===== config.mk =====
export PLATFORM = sky130hd
export DESIGN_NAME = ir_command_transmitter
export DESIGN_NICKNAME = d
export VERILOG_FILES = /design/src/rtl/ir_command_transmitter_pkg.sv /design/src/rtl/ir_tick_generator.sv /design/src/rtl/ir_command_transmitter.sv
export SDC_FILE = /design/constraint.sdc
export NUM_CORES = 1
export LEC_CHECK = 0
export CAP_MARGIN = 20
export CORE_ASPECT_RATIO = 0.8
export CORE_MARGIN = 3
export CORE_UTILIZATION = 45
export CTS_BUF_LIST = sky130_fd_sc_hd__clkbuf_16
export DETAILED_ROUTE_END_ITERATION = 16
export PLACE_DENSITY = 0.72
export SYNTH_ARGS = -nofsm -noshare
export SYNTH_HDL_FRONTEND = slang
export SYNTH_HIERARCHICAL = 1
export SYNTH_SLANG_ARGS = --single-unit

===== constraint.sdc =====
create_clock -name clock -period 5.9 [get_ports clock]
set_clock_uncertainty 0.15 [all_clocks]
set_input_delay 0.59 -clock clock [delete_from_list [all_inputs] [get_ports clock]]
set_output_delay 0.59 -clock clock [all_outputs]
set_load 0.05 [all_outputs]

===== src/rtl/ir_command_transmitter_pkg.sv =====
// IR protocol definitions shared by the command transmitter and the rover-side receiver,
// so both ends decode the frame with the same state encoding and timing units.
package ir_command_transmitter_pkg;

    typedef enum logic [2:0] {
        IDLE        = 3'd0,
        START_BURST = 3'd1,
        BIT_GAP     = 3'd2,
        BIT_BURST   = 3'd3,
        FRAME_GAP   = 3'd4,
        DONE        = 3'd5
    } ir_state_e;

    localparam int IR_CLOCK_FREQ       = 27_000_000;
    localparam int IR_CARRIER_HZ       = 40_000;
    localparam int IR_UNIT_US          = 600;
    localparam int IR_START_UNITS      = 4;
    localparam int IR_ONE_UNITS        = 2;
    localparam int IR_ZERO_UNITS       = 1;
    localparam int IR_GAP_UNITS        = 1;
    localparam int IR_INTERFRAME_UNITS = 40;
    localparam int IR_FRAME_REPEATS    = 3;
    localparam int IR_CMD_BITS         = 12;

    function automatic int unitCycles(input int clockFreq, input int unitUs);
        return (clockFreq / 1_000_000) * unitUs;
    endfunction

    function automatic int carrierHalfPeriod(input int clockFreq, input int carrierHz);
        return clockFreq / (2 * carrierHz);
    endfunction

endpackage


===== src/rtl/ir_tick_generator.sv =====
// Carrier divider and unit-tick strobe. phaseRestart_i realigns both so that a burst
// entered on that edge starts with the carrier high and a full unit ahead of it.
module ir_tick_generator #(
    parameter int UNIT_CYCLES = 10,
    parameter int HALF_PERIOD = 5
) (
    input  logic clock,
    input  logic reset,
    input  logic phaseRestart_i,
    output logic unitTick_o,
    output logic carrier_o
);

    localparam int CYC_W  = (UNIT_CYCLES > 1) ? $clog2(UNIT_CYCLES) : 1;
    localparam int HALF_W = (HALF_PERIOD > 1) ? $clog2(HALF_PERIOD) : 1;
    localparam logic [CYC_W-1:0]  CYC_LAST  = CYC_W'(UNIT_CYCLES - 1);
    localparam logic [HALF_W-1:0] HALF_LAST = HALF_W'(HALF_PERIOD - 1);

    logic [CYC_W-1:0]  cycCnt_q;
    logic [HALF_W-1:0] halfCnt_q;
    logic              carrier_q;

    always_ff @(posedge clock) begin
        if (!reset || phaseRestart_i) begin
            cycCnt_q  <= '0;
            halfCnt_q <= '0;
            carrier_q <= 1'b1;
        end else begin
            cycCnt_q <= (cycCnt_q == CYC_LAST) ? '0 : cycCnt_q + 1'b1;
            if (halfCnt_q == HALF_LAST) begin
                halfCnt_q <= '0;
                carrier_q <= ~carrier_q;
            end else begin
                halfCnt_q <= halfCnt_q + 1'b1;
            end
        end
    end

    assign unitTick_o = (cycCnt_q == CYC_LAST);
    assign carrier_o  = carrier_q;

endmodule


===== src/rtl/ir_command_transmitter.sv =====
// Serializes a 12-bit rover command into repeated pulse-width-coded IR frames on a
// modulated carrier and reports busy/done to the main FSM.
module ir_command_transmitter
    import ir_command_transmitter_pkg::*;
#(
    parameter int CLOCK_FREQ       = IR_CLOCK_FREQ,
    parameter int CARRIER_HZ       = IR_CARRIER_HZ,
    parameter int UNIT_US          = IR_UNIT_US,
    parameter int START_UNITS      = IR_START_UNITS,
    parameter int ONE_UNITS        = IR_ONE_UNITS,
    parameter int ZERO_UNITS       = IR_ZERO_UNITS,
    parameter int GAP_UNITS        = IR_GAP_UNITS,
    parameter int INTERFRAME_UNITS = IR_INTERFRAME_UNITS,
    parameter int FRAME_REPEATS    = IR_FRAME_REPEATS
) (
    input  logic                   clock,
    input  logic                   reset,
    input  logic                   send,
    input  logic [IR_CMD_BITS-1:0] command,
    output logic                   ir_out,
    output logic                   busy,
    output logic                   done,
    output logic [2:0]             state
);

    localparam int UNIT_CYCLES = unitCycles(CLOCK_FREQ, UNIT_US);
    localparam int HALF_PERIOD = carrierHalfPeriod(CLOCK_FREQ, CARRIER_HZ);
    localparam int REP_W       = (FRAME_REPEATS > 1) ? $clog2(FRAME_REPEATS) : 1;

    localparam logic [REP_W-1:0] REP_LAST  = REP_W'(FRAME_REPEATS - 1);
    localparam logic [3:0]       BIT_LAST  = 4'(IR_CMD_BITS - 1);
    localparam logic [5:0]       START_LEN = 6'(START_UNITS);
    localparam logic [5:0]       ONE_LEN   = 6'(ONE_UNITS);
    localparam logic [5:0]       ZERO_LEN  = 6'(ZERO_UNITS);
    localparam logic [5:0]       GAP_LEN   = 6'(GAP_UNITS);
    localparam logic [5:0]       IFG_LEN   = 6'(INTERFRAME_UNITS);

    ir_state_e              state_q;
    logic [IR_CMD_BITS-1:0] cmd_q;
    logic [IR_CMD_BITS-1:0] shift_q;
    logic [5:0]             unitCnt_q;
    logic [3:0]             bitIdx_q;
    logic [REP_W-1:0]       repCnt_q;
    logic                   busy_q;
    logic                   done_q;
    logic                   burst_q;

    logic       unitTick;
    logic       carrier;
    logic [5:0] stateLen;
    logic       stateEnd;
    logic       accept;
    logic       phaseRestart;

    // Length in units of the state being timed; BIT_BURST depends on the bit now in flight.
    always_comb begin
        stateLen = 6'd1;
        case (state_q)
            START_BURST: stateLen = START_LEN;
            BIT_GAP:     stateLen = GAP_LEN;
            BIT_BURST:   stateLen = shift_q[0] ? ONE_LEN : ZERO_LEN;
            FRAME_GAP:   stateLen = IFG_LEN;
            default:     stateLen = 6'd1;
        endcase
    end

    assign stateEnd     = unitTick && (unitCnt_q == stateLen - 6'd1);
    assign accept       = (state_q == IDLE) && send;
    assign phaseRestart = accept
                       || (stateEnd && (state_q == BIT_GAP || state_q == FRAME_GAP));

    ir_tick_generator #(
        .UNIT_CYCLES (UNIT_CYCLES),
        .HALF_PERIOD (HALF_PERIOD)
    ) u_tick (
        .clock          (clock),
        .reset          (reset),
        .phaseRestart_i (phaseRestart),
        .unitTick_o     (unitTick),
        .carrier_o      (carrier)
    );

    // Frame sequencer: the shift register is reloaded from the latched word at each frame start.
    always_ff @(posedge clock) begin
        if (!reset) begin
            state_q   <= IDLE;
            cmd_q     <= '0;
            shift_q   <= '0;
            unitCnt_q <= '0;
            bitIdx_q  <= '0;
            repCnt_q  <= '0;
            busy_q    <= 1'b0;
            done_q    <= 1'b0;
            burst_q   <= 1'b0;
        end else begin
            if (busy_q && unitTick) begin
                unitCnt_q <= stateEnd ? 6'd0 : unitCnt_q + 6'd1;
            end
            case (state_q)
                IDLE: begin
                    if (send) begin
                        cmd_q     <= command;
                        shift_q   <= command;
                        unitCnt_q <= '0;
                        bitIdx_q  <= '0;
                        repCnt_q  <= '0;
                        busy_q    <= 1'b1;
                        burst_q   <= 1'b1;
                        state_q   <= START_BURST;
                    end
                end
                START_BURST: begin
                    if (stateEnd) begin
                        burst_q <= 1'b0;
                        state_q <= BIT_GAP;
                    end
                end
                BIT_GAP: begin
                    if (stateEnd) begin
                        burst_q <= 1'b1;
                        state_q <= BIT_BURST;
                    end
                end
                BIT_BURST: begin
                    if (stateEnd) begin
                        burst_q <= 1'b0;
                        shift_q <= shift_q >> 1;
                        if (bitIdx_q == BIT_LAST) begin
                            bitIdx_q <= '0;
                            state_q  <= FRAME_GAP;
                        end else begin
                            bitIdx_q <= bitIdx_q + 4'd1;
                            state_q  <= BIT_GAP;
                        end
                    end
                end
                FRAME_GAP: begin
                    if (stateEnd) begin
                        shift_q <= cmd_q;
                        if (repCnt_q == REP_LAST) begin
                            busy_q  <= 1'b0;
                            done_q  <= 1'b1;
                            state_q <= DONE;
                        end else begin
                            repCnt_q <= repCnt_q + REP_W'(1);
                            burst_q  <= 1'b1;
                            state_q  <= START_BURST;
                        end
                    end
                end
                DONE: begin
                    done_q  <= 1'b0;
                    state_q <= IDLE;
                end
                default: begin
                    busy_q  <= 1'b0;
                    done_q  <= 1'b0;
                    burst_q <= 1'b0;
                    state_q <= IDLE;
                end
            endcase
        end
    end

    assign ir_out = carrier & burst_q;
    assign busy   = busy_q;
    assign done   = done_q;
    assign state  = state_q;

endmodule

==> metrics.txt <==
met1 Track Usage GR=23.8%; antenna violations before repair=0; DR iter-0 viols=184; cts hold-fix bufs=0; largest net degree at the start of global routing=52; Yosys cell types=62; Yosys reg bits=66; Top Family by Delay on Critical Path=simple AND/OR/NAND/NOR gates; Post-CTS Setup Bufs=0; setup TNS=0 ps; maxcap violations=0; ant diodes=0; hold_ws=312 ps; Design Power=1.11 mW; vias in the first global route=2,788; full die area=9150 um2; # IOs=21; Mean Syn Cell Area=8.73 um2; CTS Buf Count=9; layout cells sized above 1=9.60%; post-DP HPWL=5.12 mm; # clock sinks=66; Seq/Total Area, Yosys=36.6%; GRT busiest layer=met2; Mapped Nets=436; Critical Path AT=3990 ps; Synth area leaders=dfxtp_1 (37%), nand2_1 (6.2%), mux2i_1 (4.4%); max-slew violation count=0; number of flops mapped to enable cells by yosys=0; Initial Utilization=47.5%; clk_lat worst skew=330 ps; RSZ-0062 raised after global routing=no; leading area contributor after synthesis=dfxtp_1; Syn-to-layout area delta=14.2%; Final GP Congestion=0.816; Worst-path clk slew=60 ps; top cell type's share of synthesized area=36.6%; Pwr per Cell Area=268 nW/um2; Multi-input gate area=2120 um2; cts repair resizes=0; Syn Inst Count=414; CP required=5960 ps; Routed Antenna Nets=0; final hold vios=0; Tot GR Track Use=17.6%; Critical-path top delay cell=dfxtp_1; crit end category=register; P_leak=1.46 nW; Core ar.=7600 um2; number of buffers added on ports=20; global-route wire length before repair=13.1 mm; via/cell ratio=5.64; Min-Delay Path Class=register to register; maximum clock frequency=0.254 GHz; standard-cell rows=28; Syn Std Cell Area=3610 um2; worst-margin pin slew=1110 ps; DR vias=3,002; root buffer cell=clkbuf_16; wire length per cell=14.4 um; Buf+Inv Stages, Crit Path=2; Slew HR=25.7%; # DRC=0; Die X-Extent=106 um; CP Launch Type=register; FFs w/ async S/R, synth=0%; drt first pass iters=5; CTS tree=yes; DIE HEIGHT=86.2 um; ys flop type=dfxtp_1; nets=444; CP max stage delay=1050 ps; register area=1320 um2; crit path max fanout=27; outcome=complete, no violations; htree depth=3; met2 GRT Util=26.9%; worst path cell trace=nor2_4 -> a22oi_4 -> inv_1 -> ha_1 -> xor2_1 -> xnor2_2 -> o2111ai_4 -> nor4_2 -> a21oi_1 -> inv_1 -> nand2b_1 -> or2_2 -> nor2_1; Crit path top cell by count=inv_1; Fill cells=703; total grt overflow=0; Synth warnings=6; fin crit period=3930 ps; CP Class=register to register; fin crit share=66.6%; met3 Usage GRT=4.89%; clock tree buffer depth=2; final WL=7.66 mm; Setup-failing EPs final=0; Worst VDD drop=166 uV
final cells by class:
cell class	instances	share of cell area, %
clock buffer	9	5.46
clock inverter	7	1.67
inverter	11	1.00
multi-input combinational	312	51.5
sequential	66	32.0
tap	105	3.18
timing repair buffer	22	5.21
worst register-to-register path, cell delays in order (launching register included):
cell and delay (ps):
dfxtp_1 1050, nor2_4 190, a22oi_4 280, inv_1 70, ha_1 250, xor2_1 240
xnor2_2 170, o2111ai_4 220, nor4_2 500, a21oi_1 150, inv_1 70, nand2b_1 170
or2_2 240, nor2_1 70
state kept, by name, indices dropped and copies added, names as in the netlist, 2 cells and up:
| register | flops |
|---|---|
| unitCnt_q | 6 |
| u_tick/halfCnt_q | 9 |
| shift_q | 12 |
| cmd_q | 12 |
| bitIdx_q | 4 |
| repCnt_q | 2 |
| state | 3 |
| u_tick/cycCnt_q | 14 |
cell usage in the layout, fill, tap and decap left out, drive strengths merged, types with 3 or more instances in the layout:
master / netlist / routed
o22ai: 22 / 22
mux2i: 16 / 16
inv: 11 / 12
o21ai: 16 / 16
xnor2: 19 / 19
xor2: 8 / 8
nand4: 7 / 7
dfxtp: 66 / 66
or3: 4 / 4
nor4: 7 / 7
a221o: 11 / 11
nor2: 33 / 33
and3: 4 / 4
or2: 3 / 3
a21oi: 9 / 9
ha: 7 / 7
clkdlybuf4s50: 0 / 20
a21boi: 15 / 15
nor3: 6 / 6
nand2: 60 / 60
nor2b: 5 / 5
clkinv: 0 / 4
a41oi: 3 / 3
clkbuf: 19 / 9
nand3: 20 / 20
nand2b: 7 / 7
cell usage after synthesis, drive strengths merged, types with 2 or more instances:
master   count
dfxtp       66
nand2       60
nor2        33
o22ai       22
nand3       20
clkbuf      19
xnor2       19
mux2i       16
o21ai       16
a21boi      15
a221o       11
inv         11
a21oi        9
xor2         8
ha           7
nand2b       7
nand4        7
nor4         7
buf          6
nor3         6
nor2b        5
and3         4
or3          4
a41oi        3
or2          3
a21o         2
a22oi        2
a311oi       2
a31oi        2
and2         2
and4         2
nand4bb      2
nor3b        2
nor4b        2
o2111ai      2
cells by family (layout without fill, tap and decap cells):
logic type | count (synthesis) | count (layout) | synth area share, %
muxes | 16 | 16 | 4.43
adders and majority gates | 7 | 7 | 2.42
DFF | 66 | 66 | 36.6
and+or+nand+nor | 172 | 172 | 25.9
AOI/OAI and AO/OA | 90 | 90 | 18.9
buffers and inverters | 36 | 49 | 4.67
xor gates and xnor gates | 27 | 27 | 7.17
routing by layer:
layer  wire, um  share of wire [%]  up-vias
met1       3650                 48     1420
met5          0                  0        -
met3        343                4.5       11
met4         93                1.2        0
met2       3570                 47       63
li1           -                  -     1508
stage by stage:
step	instance area (um2)	setup WS, ps	util, %	cells
6_report	4130	1970	54.3	532
5_1_grt	4130	1650	54.3	532
4_1_cts	4130	2000	54.3	532
3_5_place_dp	3830	2010	50.4	516
3_3_place_gp	3830	2160	50.4	516
2_1_floorplan	3610	2260	-	414
power by group:
part           switching (mW)  total (mW)  internal (mW)
Sequential             0.0113       0.472          0.461
Clock                   0.198       0.524          0.326
Combinational          0.0653       0.111         0.0456
path summary, 6_finish.rpt:
check	startpoint	endpoint	depth (start not counted)	slack, ps
hold reg to reg	shift_q[4]	shift_q[4]	2	310
setup / recovery	state[1]	u_tick/halfCnt_q[4]	13	1970
setup reg to reg	state[1]	u_tick/halfCnt_q[4]	13	1970
hold / removal	shift_q[4]	shift_q[4]	2	310
Note: power is estimated with default switching activity, not from simulation.
